--- src/rtl/sysbus_pkg.sv ---
// Shared definitions for the sysbus DMA: bus widths, command op codes, FSM states
// and the well-known system register addresses.
package sysbus_pkg;

  localparam int DATA_W = 16;
  localparam int ADR_W  = 16;
  localparam int LEN_W  = 10;

  localparam logic [ADR_W-1:0] SYS_START_ADR = 16'hFFF0;
  localparam logic [ADR_W-1:0] SYS_MAX_CNTR  = 16'hFFF1;
  localparam logic [ADR_W-1:0] SYS_RUN_CNTR  = 16'hFFF2;

  typedef enum logic [1:0] {
    OP_WBLK = 2'd0,
    OP_RBLK = 2'd1,
    OP_REGW = 2'd2,
    OP_RSVD = 2'd3
  } op_e;

  typedef enum logic [2:0] {
    ST_IDLE  = 3'd0,
    ST_WBLK  = 3'd1,
    ST_RBLK  = 3'd2,
    ST_DRAIN = 3'd3,
    ST_REGW  = 3'd4,
    ST_FIN   = 3'd5
  } state_e;

endpackage

--- src/rtl/sysbus_dma_if.sv ---
// Command, stream and ibus signals of the DMA. The DMA uses the slave modport;
// the environment (command source, stream endpoints, bus memory) uses master.
interface sysbus_dma_if;
  import sysbus_pkg::*;

  logic              cmd_valid;
  logic              cmd_ready;
  logic [1:0]        cmd_op;
  logic [ADR_W-1:0]  cmd_adr;
  logic [LEN_W-1:0]  cmd_len;
  logic [DATA_W-1:0] cmd_data;

  logic              src_valid;
  logic              src_ready;
  logic [DATA_W-1:0] src_data;

  logic              snk_valid;
  logic              snk_ready;
  logic [DATA_W-1:0] snk_data;

  logic              ren;
  logic [ADR_W-1:0]  ibus_radr;
  logic [DATA_W-1:0] ibus_rdata;
  logic              wen;
  logic [ADR_W-1:0]  ibus_wadr;
  logic [DATA_W-1:0] ibus_wdata;

  logic              busy;
  logic              done;

  modport slave (
    input  cmd_valid, cmd_op, cmd_adr, cmd_len, cmd_data,
    output cmd_ready,
    input  src_valid, src_data,
    output src_ready,
    output snk_valid, snk_data,
    input  snk_ready,
    output ren, ibus_radr, wen, ibus_wadr, ibus_wdata,
    input  ibus_rdata,
    output busy, done
  );

  modport master (
    output cmd_valid, cmd_op, cmd_adr, cmd_len, cmd_data,
    input  cmd_ready,
    output src_valid, src_data,
    input  src_ready,
    input  snk_valid, snk_data,
    output snk_ready,
    input  ren, ibus_radr, wen, ibus_wadr, ibus_wdata,
    output ibus_rdata,
    input  busy, done
  );

endinterface

--- src/rtl/dma_fifo.sv ---
// Synchronous FIFO for the read-return path; head is visible on dout while not empty.
// Pushes when full and pops when empty are ignored.
module dma_fifo #(
  parameter  int DEPTH = 4,
  parameter  int WIDTH = 16,
  localparam int AW    = $clog2(DEPTH),
  localparam int CW    = AW + 1
) (
  input  logic             clk,
  input  logic             rst,
  input  logic             push,
  input  logic [WIDTH-1:0] din,
  input  logic             pop,
  output logic [WIDTH-1:0] dout,
  output logic             empty,
  output logic [CW-1:0]    count
);

  logic [WIDTH-1:0] mem_q [DEPTH];
  logic [AW-1:0]    wptr_q, rptr_q;
  logic [CW-1:0]    cnt_q;
  logic             full, push_ok, pop_ok;

  assign empty   = (cnt_q == '0);
  assign full    = (cnt_q == CW'(DEPTH));
  assign push_ok = push & ~full;
  assign pop_ok  = pop & ~empty;

  always_ff @(posedge clk or posedge rst) begin
    if (rst) begin
      wptr_q <= '0;
      rptr_q <= '0;
      cnt_q  <= '0;
      for (int i = 0; i < DEPTH; i++) mem_q[i] <= '0;
    end else begin
      if (push_ok) begin
        mem_q[wptr_q] <= din;
        wptr_q        <= wptr_q + 1'b1;
      end
      if (pop_ok) rptr_q <= rptr_q + 1'b1;
      case ({push_ok, pop_ok})
        2'b10:   cnt_q <= cnt_q + 1'b1;
        2'b01:   cnt_q <= cnt_q - 1'b1;
        default: cnt_q <= cnt_q;
      endcase
    end
  end

  assign dout  = mem_q[rptr_q];
  assign count = cnt_q;

endmodule

--- src/rtl/sysbus_dma.sv ---
// Command-driven block mover: streams src words onto the ibus, reads ibus words back
// through a credit-limited FIFO to snk, and performs single register writes.
module sysbus_dma
  import sysbus_pkg::*;
#(
  parameter int SNK_DEPTH = 4
) (
  input logic         clk,
  input logic         rst,
  sysbus_dma_if.slave bus
);

  localparam int CW = $clog2(SNK_DEPTH) + 1;

  state_e            state_q, state_d;
  logic [ADR_W-1:0]  adr_q, adr_d, wadr_q, wadr_d, radr_q, radr_d;
  logic [DATA_W-1:0] data_q, data_d, wdata_q, wdata_d;
  logic [LEN_W-1:0]  len_q, len_d, cnt_q, cnt_d, cnt_inc;
  logic              wen_q, wen_d, ren_q, ren_d, pend_q, done_q, done_d;
  logic              cmd_rdy, src_rdy, snk_pop;
  logic [CW-1:0]     fifo_cnt;
  logic              fifo_empty;
  logic [DATA_W-1:0] fifo_dout;
  logic [CW:0]       occ;

  assign cnt_inc = cnt_q + 1'b1;
  // Credits: words held plus the read on the bus now plus the one whose data arrives now.
  assign occ     = {1'b0, fifo_cnt} + {{CW{1'b0}}, ren_q} + {{CW{1'b0}}, pend_q};
  assign snk_pop = ~fifo_empty & bus.snk_ready;

  always_comb begin
    state_d = state_q;
    adr_d   = adr_q;
    len_d   = len_q;
    data_d  = data_q;
    cnt_d   = cnt_q;
    wadr_d  = wadr_q;
    radr_d  = radr_q;
    wdata_d = wdata_q;
    wen_d   = 1'b0;
    ren_d   = 1'b0;
    done_d  = 1'b0;
    cmd_rdy = 1'b0;
    src_rdy = 1'b0;
    case (state_q)
      ST_IDLE: begin
        cmd_rdy = 1'b1;
        cnt_d   = '0;
        if (bus.cmd_valid) begin
          adr_d  = bus.cmd_adr;
          len_d  = bus.cmd_len;
          data_d = bus.cmd_data;
          case (op_e'(bus.cmd_op))
            OP_WBLK: state_d = (bus.cmd_len == '0) ? ST_FIN : ST_WBLK;
            OP_RBLK: state_d = (bus.cmd_len == '0) ? ST_FIN : ST_RBLK;
            OP_REGW: state_d = ST_REGW;
            default: state_d = ST_FIN;
          endcase
        end
      end
      ST_WBLK: begin
        src_rdy = 1'b1;
        if (bus.src_valid) begin
          wen_d   = 1'b1;
          wadr_d  = adr_q;
          wdata_d = bus.src_data;
          adr_d   = adr_q + 1'b1;
          cnt_d   = cnt_inc;
          if (cnt_inc == len_q) state_d = ST_FIN;
        end
      end
      ST_RBLK: begin
        if (occ < (CW+1)'(SNK_DEPTH)) begin
          ren_d  = 1'b1;
          radr_d = adr_q;
          adr_d  = adr_q + 1'b1;
          cnt_d  = cnt_inc;
          if (cnt_inc == len_q) state_d = ST_DRAIN;
        end
      end
      ST_DRAIN: begin
        if (fifo_empty && !ren_q && !pend_q) state_d = ST_FIN;
      end
      ST_REGW: begin
        wen_d   = 1'b1;
        wadr_d  = adr_q;
        wdata_d = data_q;
        state_d = ST_FIN;
      end
      ST_FIN: begin
        done_d  = 1'b1;
        state_d = ST_IDLE;
      end
      default: state_d = ST_IDLE;
    endcase
  end

  always_ff @(posedge clk or posedge rst) begin
    if (rst) begin
      state_q <= ST_IDLE;
      adr_q   <= '0;
      len_q   <= '0;
      data_q  <= '0;
      cnt_q   <= '0;
      wadr_q  <= '0;
      radr_q  <= '0;
      wdata_q <= '0;
      wen_q   <= 1'b0;
      ren_q   <= 1'b0;
      pend_q  <= 1'b0;
      done_q  <= 1'b0;
    end else begin
      state_q <= state_d;
      adr_q   <= adr_d;
      len_q   <= len_d;
      data_q  <= data_d;
      cnt_q   <= cnt_d;
      wadr_q  <= wadr_d;
      radr_q  <= radr_d;
      wdata_q <= wdata_d;
      wen_q   <= wen_d;
      ren_q   <= ren_d;
      pend_q  <= ren_q;
      done_q  <= done_d;
    end
  end

  dma_fifo #(.DEPTH(SNK_DEPTH), .WIDTH(DATA_W)) u_fifo (
    .clk   (clk),
    .rst   (rst),
    .push  (pend_q),
    .din   (bus.ibus_rdata),
    .pop   (snk_pop),
    .dout  (fifo_dout),
    .empty (fifo_empty),
    .count (fifo_cnt)
  );

  assign bus.cmd_ready  = cmd_rdy;
  assign bus.src_ready  = src_rdy;
  assign bus.snk_valid  = ~fifo_empty;
  assign bus.snk_data   = fifo_dout;
  assign bus.wen        = wen_q;
  assign bus.ibus_wadr  = wadr_q;
  assign bus.ibus_wdata = wdata_q;
  assign bus.ren        = ren_q;
  assign bus.ibus_radr  = radr_q;
  assign bus.busy       = (state_q != ST_IDLE);
  assign bus.done       = done_q;

endmodule

--- src/flat_wrapper.sv ---
// flat-port wrapper written by rule: the top's interface ports become plain ports
module sysbus_dma_flat import sysbus_pkg::*;
#(
  parameter int SNK_DEPTH = 4
)
  (clk, rst, bus_cmd_valid, bus_cmd_op, bus_cmd_adr, bus_cmd_len, bus_cmd_data, bus_cmd_ready, bus_src_valid, bus_src_data, bus_src_ready, bus_snk_valid, bus_snk_data, bus_snk_ready, bus_ren, bus_ibus_radr, bus_wen, bus_ibus_wadr, bus_ibus_wdata, bus_ibus_rdata, bus_busy, bus_done);
  sysbus_dma_if bus_i ();
  input logic clk;
  input logic rst;
  input wire logic [$bits(bus_i.cmd_valid)-1:0] bus_cmd_valid;
  input wire logic [$bits(bus_i.cmd_op)-1:0] bus_cmd_op;
  input wire logic [$bits(bus_i.cmd_adr)-1:0] bus_cmd_adr;
  input wire logic [$bits(bus_i.cmd_len)-1:0] bus_cmd_len;
  input wire logic [$bits(bus_i.cmd_data)-1:0] bus_cmd_data;
  output wire logic [$bits(bus_i.cmd_ready)-1:0] bus_cmd_ready;
  input wire logic [$bits(bus_i.src_valid)-1:0] bus_src_valid;
  input wire logic [$bits(bus_i.src_data)-1:0] bus_src_data;
  output wire logic [$bits(bus_i.src_ready)-1:0] bus_src_ready;
  output wire logic [$bits(bus_i.snk_valid)-1:0] bus_snk_valid;
  output wire logic [$bits(bus_i.snk_data)-1:0] bus_snk_data;
  input wire logic [$bits(bus_i.snk_ready)-1:0] bus_snk_ready;
  output wire logic [$bits(bus_i.ren)-1:0] bus_ren;
  output wire logic [$bits(bus_i.ibus_radr)-1:0] bus_ibus_radr;
  output wire logic [$bits(bus_i.wen)-1:0] bus_wen;
  output wire logic [$bits(bus_i.ibus_wadr)-1:0] bus_ibus_wadr;
  output wire logic [$bits(bus_i.ibus_wdata)-1:0] bus_ibus_wdata;
  input wire logic [$bits(bus_i.ibus_rdata)-1:0] bus_ibus_rdata;
  output wire logic [$bits(bus_i.busy)-1:0] bus_busy;
  output wire logic [$bits(bus_i.done)-1:0] bus_done;
  assign bus_i.cmd_valid = bus_cmd_valid;
  assign bus_i.cmd_op = bus_cmd_op;
  assign bus_i.cmd_adr = bus_cmd_adr;
  assign bus_i.cmd_len = bus_cmd_len;
  assign bus_i.cmd_data = bus_cmd_data;
  assign bus_cmd_ready = bus_i.cmd_ready;
  assign bus_i.src_valid = bus_src_valid;
  assign bus_i.src_data = bus_src_data;
  assign bus_src_ready = bus_i.src_ready;
  assign bus_snk_valid = bus_i.snk_valid;
  assign bus_snk_data = bus_i.snk_data;
  assign bus_i.snk_ready = bus_snk_ready;
  assign bus_ren = bus_i.ren;
  assign bus_ibus_radr = bus_i.ibus_radr;
  assign bus_wen = bus_i.wen;
  assign bus_ibus_wadr = bus_i.ibus_wadr;
  assign bus_ibus_wdata = bus_i.ibus_wdata;
  assign bus_i.ibus_rdata = bus_ibus_rdata;
  assign bus_busy = bus_i.busy;
  assign bus_done = bus_i.done;
  sysbus_dma #(.SNK_DEPTH(SNK_DEPTH)) u_core (.clk(clk), .rst(rst), .bus(bus_i));
endmodule
--- config.mk ---
export PLATFORM = sky130hd
export DESIGN_NAME = sysbus_dma_flat
export DESIGN_NICKNAME = d
export VERILOG_FILES = /design/src/rtl/sysbus_pkg.sv /design/src/rtl/sysbus_dma_if.sv /design/src/rtl/dma_fifo.sv /design/src/rtl/sysbus_dma.sv /design/src/flat_wrapper.sv
export SDC_FILE = /design/constraint.sdc
export NUM_CORES = 1
export LEC_CHECK = 0
export CAP_MARGIN = 40
export CORE_UTILIZATION = 50
export CTS_CLUSTER_DIAMETER = 30
export CTS_CLUSTER_SIZE = 24
export DETAILED_ROUTE_END_ITERATION = 12
export PLACE_DENSITY = 0.77
export SLEW_MARGIN = 30
export SYNTH_ARGS = -nofsm -noshare
export SYNTH_HDL_FRONTEND = slang
export SYNTH_SLANG_ARGS = --single-unit
export TNS_END_PERCENT = 1
--- constraint.sdc ---
create_clock -name clk -period 7.2 [get_ports clk]
set_input_delay 0.72 -clock clk [delete_from_list [all_inputs] [get_ports clk]]
set_output_delay 0.72 -clock clk [all_outputs]
set_load 0.05 [all_outputs]
# After elaboration in Yosys (flattened, before gate mapping)
# Cells that the tools add are included.
# word_totals
rom_bits,0
in_bits,81
mem_count,0
latchBits,0
ff_bits,178
mem_bits_rw,0
# classes
n_eq_ne,17
add_sub_neg,8
shifts,0
bitwise,7
reduce_logical,19
n_lt_le_gt_ge,4
div,0
n_mux,35
mul,0
# op_table
cell,count
$mux W16,8
$bwmux W64,1
$pmux W16 S2,2
$pmux W16 S3,1
$bmux W16 S2,1
$demux W16 S2,1
$pmux W10 S3,1
$mux W3,8
$mux W10,2
$add A16 B1 Y16 const B,1
$pmux W3 S5,1
$add A10 B1 Y10 const B,1
$eq A10 B10 Y1,1
$logic_not A10 Y1,1
$eq A3 B3 Y1 const B,3
$pmux W3 S3,1
$ne A2 B1 Y1 const B,4
$eq A3 B2 Y1 const B,2
$ge A3 B3 Y1 const B,2
$logic_not A3 Y1,2
$mux W1,6
$not A2 Y3,2
$pmux W3 S2,1
$reduce_and A2 Y1,3
other kinds (22),34

# Longest topological paths before layout
# Gate-level depths: netlist (run 1).
# depth
ltp_word,6
depth_mapped,9
depth_no_buf,9

# Modules after synthesis
# Synthesis (run 1) repeated with hierarchy kept, for this count alone.
# unflattened
hier_cells,648
area_unflattened_um2,8433.1
# by_module_without_submodules
mod,instances,cells_per_inst,area_per_inst_um2
sysbus_dma,1,455,5076.1
dma_fifo,1,193,3357.0

# Worst setup path before layout (run 1)
# Ideal clock, no wire load.
# synth_path
path_kind,reg2out
startpoint,register u_core.state_q[1]
endpoint,output port bus_src_ready
arrival_ns,1.833
slack_ns,4.647
required_time_ns,6.480
n_path_buf,2
stages_incl_launch_ff,6
cell_sequence,dfrtp_1 buf_2 xnor2_1 or2_2 clkbuf_1 nor2_1
# synth_via
elab_chain_len,2
# synth_lines
element,line_no,source
"start, declared",sysbus_dma.sv:15,"state_e state_q, state_d;"
"start signal, assigned",sysbus_dma.sv:113,state_q <= state_d;
$eq A3 B1 Y1,sysbus_dma.sv:45,case (state_q)
$mux W1,sysbus_dma.sv:45,
"end, declared",flat_wrapper.sv:18,output wire logic [$bits(bus_i.src_ready)-1:0] bus_src_ready;
# No other way between the ends.

# Final worst setup path (run 1)
# Same ends and word-level chain as after synthesis.

==> results of run 1 <==
critical path, stage by stage (launching register included):
cell and delay [ns]:
dfrtp_1 0.61, xnor2_1 0.15, or2_2 0.41, nor2_1 0.13, clkdlybuf4s50_1 0.83
synthesized netlist by cell type, types with 2 or more instances:
library cell  count
o21a_1            3
ha_1              8
or2_2             2
mux2_1            5
o31ai_1           2
nand2_1          19
nand3b_1          3
or3_1             2
a21oi_1          46
a22oi_1           3
and3_1            6
nor2_1           45
o21ai_1           2
xnor2_1          11
mux4_2           16
and2_1            5
nor4_1            2
a31oi_1          13
inv_1            15
clkbuf_1         16
xor2_1            7
o21ai_0          22
and4_1            2
dfrtp_1         178
a2bb2oi_1         5
nand3_1          16
nand2b_1          3
mux2i_1          19
o22ai_1           3
buf_2            16
nor2b_1           4
nor3_1            4
mux2_2          119
nand4_1           5
o21bai_1          2
final cells by class:
| class | instances | area, sq um | share of cell area, % |
|---|---|---|---|
| multi-input combinational | 422 | 3530 | 33.4 |
| clock inverter | 13 | 199 | 1.88 |
| tap | 216 | 270 | 2.55 |
| sequential | 178 | 4460 | 42.1 |
| timing repair buffer | 159 | 1630 | 15.4 |
| clock buffer | 19 | 443 | 4.18 |
| inverter | 15 | 61.3 | 0.579 |
metrics by stage:
step           hold WS (ns)  power (W)  utilization (%)  setup WS, ns
2_1_floorplan         0.474    0.00379                -          1.65
6_report              0.441    0.00557             66.5          3.93
5_1_grt               0.444    0.00588             66.5          3.82
4_1_cts               0.439    0.00560             66.3          3.93
3_5_place_dp          0.433    0.00458             62.3          4.39
3_3_place_gp          0.435    0.00444             61.9          4.13
routing by layer:
layer  GRT usage (%)  vias up
li1                -     2642
met5               0        -
met4            7.18        0
met1            29.3     2923
met3            6.56       27
met2            39.6      183
registers in the layout, indices dropped and copies added (netlist names), 2 cells and up:
name,cells
u_core.u_fifo.rptr_q,2
u_core.bus.ibus_radr,16
u_core.len_q,10
u_core.u_fifo.wptr_q,2
u_core.u_fifo.mem_q,64
u_core.cnt_q,10
u_core.state_q,3
u_core.bus.ibus_wadr,16
u_core.u_fifo.count,3
u_core.data_q,16
u_core.adr_q,16
u_core.bus.ibus_wdata,16
report_power, final:
group	internal (W)	leakage (nW)	switching (W)	total [W]
combinational	0.00115	1.91	0.00156	0.00271
sequential	0.00147	2.10	0.000395	0.00187
clock	0.000598	0.306	0.000401	0.000999
cells by family after synthesis:
logic type / count (synthesis) / synth area share [%]
AO/OA/AOI/OAI: 111 / 8.08
XOR/XNOR: 18 / 1.93
adder cells (fa/ha/maj): 9 / 1.47
buffers and inverters: 49 / 2.54
flip-flops: 178 / 54.4
multiplexers: 159 / 23.8
AND/OR/NAND/NOR: 125 / 7.81
path summary, 6_finish.rpt:
path	start	to	slack, ns	cells after the start
max	u_core.state_q[1]$_DFFE_PP0P_	bus_src_ready	3.93	4
min	u_core.bus.ren$_DFF_PP0_	u_core.pend_q$_DFF_PP0_	0.44	0
max reg2reg	u_core.u_fifo.count[0]$_DFFE_PP0P_	u_core.adr_q[4]$_DFFE_PP0P_	4.74	7
min reg2reg	u_core.bus.ren$_DFF_PP0_	u_core.pend_q$_DFF_PP0_	0.44	0
max in group asynchronous	rst	u_core.adr_q[5]$_DFFE_PP0P_	5.18	5
min in group asynchronous	rst	u_core.bus.ibus_wdata[10]$_DFFE_PP0P_	0.60	2
==> impl_metrics.ini, run 1 <==
[yosys]
netlist_area_sq_um = 8190
synth.yosys.warnings = 0
syn_inst = 649
synth_area_per_cell_sq_um = 12.6
synth-main-ff-cell = dfrtp_1
yosysSeqAreaShare_pct = 54.4
ys_seq_elements = 178
synth_area_leaders = dfrtp_1 (54%), mux2_2 (16%), mux4_2 (4.4%)
syn_nets = 739
async_flop_share_pct = 100
synth_cell_types = 55
synth_top_area_share_pct = 54.4
synth_edf_count = 0
synth_top_cell_by_area = dfrtp_1

[clocking]
cts_hold_buf = 0
post_cts_resized = 0
cts_tree = yes
cts.path.max_buffers = 2
cts-root-buf = clkbuf_16
cts.sinks = 178
clk_pin_slew_ns = 0.07
clock_latency_ns = 0.42
postCtsSetupRepairBufs = 0
htree_levels = 4
cts_buffers = 17

[global_route]
grt_max_degree = 99
grt_pass1_vias = 5891
grt_pass1_wl_mm = 30.2
antenna_found_initial = 0
overflow = 0
grt_usage_pct = 23.4

[routing]
met3_length_mm = 1.09
vias_per_cell = 5.65
wirelength_mm = 18.9
vias = 5775
drtIter0Drc = 314
drtPass1Iterations = 5
dr_wl_met2_mm = 9.65
drtAntennaViolNets = 0
drc = 0
wl_met1_mm = 7.86
routed.top_layer = met4
wl_per_cell_um = 18.5

[floorplan]
start_util_pct = 51.4
dieArea_sq_um = 16900
die_y_um = 130
coreArea_sq_um = 15900
fp-row-count = 46
die_w_um = 130
pin_count = 152

[layout]
layout_commonest_cell = dfrtp_1
final_cells = 1022
n_fill_cell = 1149
layout.cells.most_common_list = dfrtp_1 (177), clkdlybuf4s50_1 (151), mux2_2 (119)
nNetsFinal = 883
stdcell_area_sq_um = 10600
diodes = 0
drive_gt1_share_pct = 23.2
area_growth_pct = 29.4

[run]
cap_violations = 0

[timing]
timing.final.hold_violations = 0
setup_viol = 0
worst_slew_pin_slew_ns = 0.844
drv_slew = 0
fin_crit_sh_pct = 45.4
fin_crit_ns = 3.27
skew_ns = 0.0107
rsz0062_at_grt = false
fmax_mhz = 306
setup_tns_ns = 0
slew_headroom_pct = 43.6

[power_and_ir_drop]
p_per_area_nw_per_um2 = 526
p_leak_nw = 4.31
ir_drop_v = 0.000318

[place]
placed_cells = 989
port_buffers = 151
dp_hpwl_mm = 12.9
detailed_place.area_sq_um = 9930
place.gp.congestion = 0.840

[outcome]
status = finished clean

[worst_hold_path]
hp-class = flop to flop

[setup_path]
critPathMaxFanout = 13
critPathKind = flop to output pin
critPathCaptureType = output pin
worstPathRequired_ns = 6.48
start_kind = flop
cp_data_arrival_time_ns = 2.55
Note: power is estimated with default switching activity, not from simulation.
==> run 2: changes to the inputs <==
--- a/config.mk
+++ b/config.mk
@@ -6,11 +6,11 @@
 export NUM_CORES = 1
 export LEC_CHECK = 0
 export CAP_MARGIN = 40
-export CORE_UTILIZATION = 50
+export CORE_UTILIZATION = 47
 export CTS_CLUSTER_DIAMETER = 30
 export CTS_CLUSTER_SIZE = 24
 export DETAILED_ROUTE_END_ITERATION = 12
-export PLACE_DENSITY = 0.77
+export PLACE_DENSITY = 0.76
 export SLEW_MARGIN = 30
 export SYNTH_ARGS = -nofsm -noshare
 export SYNTH_HDL_FRONTEND = slang
==> constraint.sdc (replaced) <==
create_clock -name clk -period 2.6 [get_ports clk]
set_input_delay 0.26 -clock clk [delete_from_list [all_inputs] [get_ports clk]]
set_output_delay 0.26 -clock clk [all_outputs]
set_load 0.05 [all_outputs]
==> run 2 against run 1 <==
  * Via count is 0.40% lower
  * Critical path type unchanged
  * Die area is 6.3% higher
  * Worst hold slack worse by 0.33 ns
  * Register-to-register slack worse by 4.4 ns
  * Critical endpoint is now bus_busy
  * Clock skew is 0.0041 ns lower
  * Routed wire length is 0.31% lower
  * Sequential share of layout area is 0.19 points higher
  * Core utilization is 3.8 points lower
  * Clock-buffer cell count is 1 higher
  * Non-clock buffer count is 12 higher
  * Cell count is 1.5% higher
==> impl_metrics.ini, run 2 (same netlist as run 1, synthesis figures left out) <==
[layout]
largest_register_ffs = 64
n_fill_cell = 1299
top_register = u_core.u_fifo.mem_q
nNetsFinal = 895
drive_gt1_share_pct = 25.9
layout_commonest_cell = dfrtp_1
diodes = 0
layout.cells.most_common_list = dfrtp_1 (178), clkdlybuf4s50_1 (133), mux2_2 (119)
area_growth_pct = 28.8

[power_and_ir_drop]
p_per_area_nw_per_um2 = 1440
p_leak_nw = 4.35
ir_drop_v = 0.000930

[place]
port_buffers = 151
dp_hpwl_mm = 13.0
dp_slack_ns = 0.288
place.gp.congestion = 0.834

[setup_path]
critPathCaptureType = output pin
cp_cell_sequence = or3_1 > clkdlybuf4s50_1
crit_slowest_cell = clkdlybuf4s50_1
worstPathRequired_ns = 2.34
critPathMaxFanout = 12
r2r-start = u_core.state_q[0]$_DFFE_PP0P_
max_stage_delay_ns = 0.74
start_kind = flop
startpoint = u_core.state_q[0]$_DFFE_PP0P_
cp_data_arrival_time_ns = 2.13
critPathKind = flop to output pin

[floorplan]
coreArea_sq_um = 16800
pin_count = 152
die_w_um = 134
die_y_um = 134
fp-row-count = 47
start_util_pct = 48.7
dieArea_sq_um = 18000

[clocking]
htree_levels = 4
cts.sinks = 178
cts.path.max_buffers = 2
clk_pin_slew_ns = 0.06
postCtsSetupRepairBufs = 0
cts_tree = yes
clock_latency_ns = 0.42
cts-root-buf = clkbuf_16
cts_buffers = 17

[worst_hold_path]
hp-class = primary input to async pin

[timing]
slew_headroom_pct = 50.5
skew_ns = 0.00661
fmax_mhz = 419
timing.final.hold_violations = 0
fin_crit_sh_pct = 91.7
setup_tns_ns = 0
setup_viol = 0
fin_ws_ns = 0.215
worst_slew_pin_slew_ns = 0.737
fin_crit_ns = 2.39
drv_slew = 0
rsz0062_at_grt = false

[global_route]
grt_max_degree = 84
grt_pass1_wl_mm = 31.4
grt_usage_pct = 22.4
grt_pass1_vias = 6103
antenna_found_initial = 0
overflow = 0

[routing]
drtAntennaViolNets = 0
wirelength_mm = 18.9
vias = 5752
vias_per_cell = 5.55
wl_per_cell_um = 18.2
drtIter0Drc = 251
drtPass1Iterations = 4
drc = 0

[outcome]
status = finished clean

[run]
cap_violations = 0
==> run 2: routing by layer <==
| metal | global-route usage (%) | up-vias | part of all wire (%) |
|---|---|---|---|
| li1 | - | 2652 | - |
| met1 | 27.7 | 2909 | 42 |
| met2 | 37.8 | 164 | 50 |
| met3 | 5.74 | 27 | 5.8 |
| met4 | 8.27 | 0 | 1.9 |
| met5 | 0 | - | 0 |
==> run 2: path summary, 6_finish.rpt <==
| path | end | slack, ns | depth (start not counted) |
|---|---|---|---|
| worst min-delay path | u_core.u_fifo.mem_q[28]$_DFFE_PP0P_ | 0.11 | 2 |
| min in group clk | u_core.pend_q$_DFF_PP0_ | 0.44 | 0 |
| worst max-delay path | bus_busy | 0.21 | 2 |
| max in group asynchronous | u_core.cnt_q[3]$_DFFE_PP0P_ | 1.67 | 3 |
| worst max register to register | u_core.bus.ibus_wdata[15]$_DFFE_PP0P_ | 0.33 | 7 |
| worst min register to register | u_core.pend_q$_DFF_PP0_ | 0.44 | 0 |
==> run 2: power breakdown <==
part / internal, W / total, W / switching (W)
Combinational: 0.00317 / 0.00763 / 0.00445
Sequential: 0.00407 / 0.00504 / 0.000969
Clock: 0.00145 / 0.00251 / 0.00107
Total: 0.00869 / 0.0152 / 0.00649
==> run 2: worst max-delay path: cells and delay by family (launching register included) <==
| kind | cells | cell delay, ns |
|---|---|---|
| buf+inv | 1 | 0.74 |
| simple gates | 1 | 0.45 |
| flops | 1 | 0.51 |
==> run 2: area by class of cell <==
class | count | area (sq um) | area share, %
flip-flops and latches | 178 | 4450 | 42.2
well taps | 220 | 275 | 2.61
inverters | 15 | 60.1 | 0.570
clock buffers | 20 | 447 | 4.24
repair buffers | 171 | 1650 | 15.6
clock inverters | 11 | 129 | 1.22
multi-input cells | 422 | 3530 | 33.5
==> run 2: what timing repair did <==
action | 4_1_cts | 5_1_grt
resized for setup | 0 | 1
setup endpoints to repair | 0 | 1
hold buffers | 0 | 0
==> run 2: stage by stage <==
stage / hold slack (ns) / util, % / std cells / power (W) / instance area, sq um
after detailed placement: 0.420 / 59.3 / 1006 / 0.0127 / 9970
after floorplan: 0.410 / - / 649 / 0.0105 / 8190
after global routing: 0.115 / 62.7 / 1037 / 0.0160 / 10500
after global placement: 0.419 / 59.3 / 1006 / 0.0124 / 9970
final: 0.107 / 62.7 / 1037 / 0.0152 / 10500
after CTS: 0.0965 / 62.7 / 1037 / 0.0153 / 10500
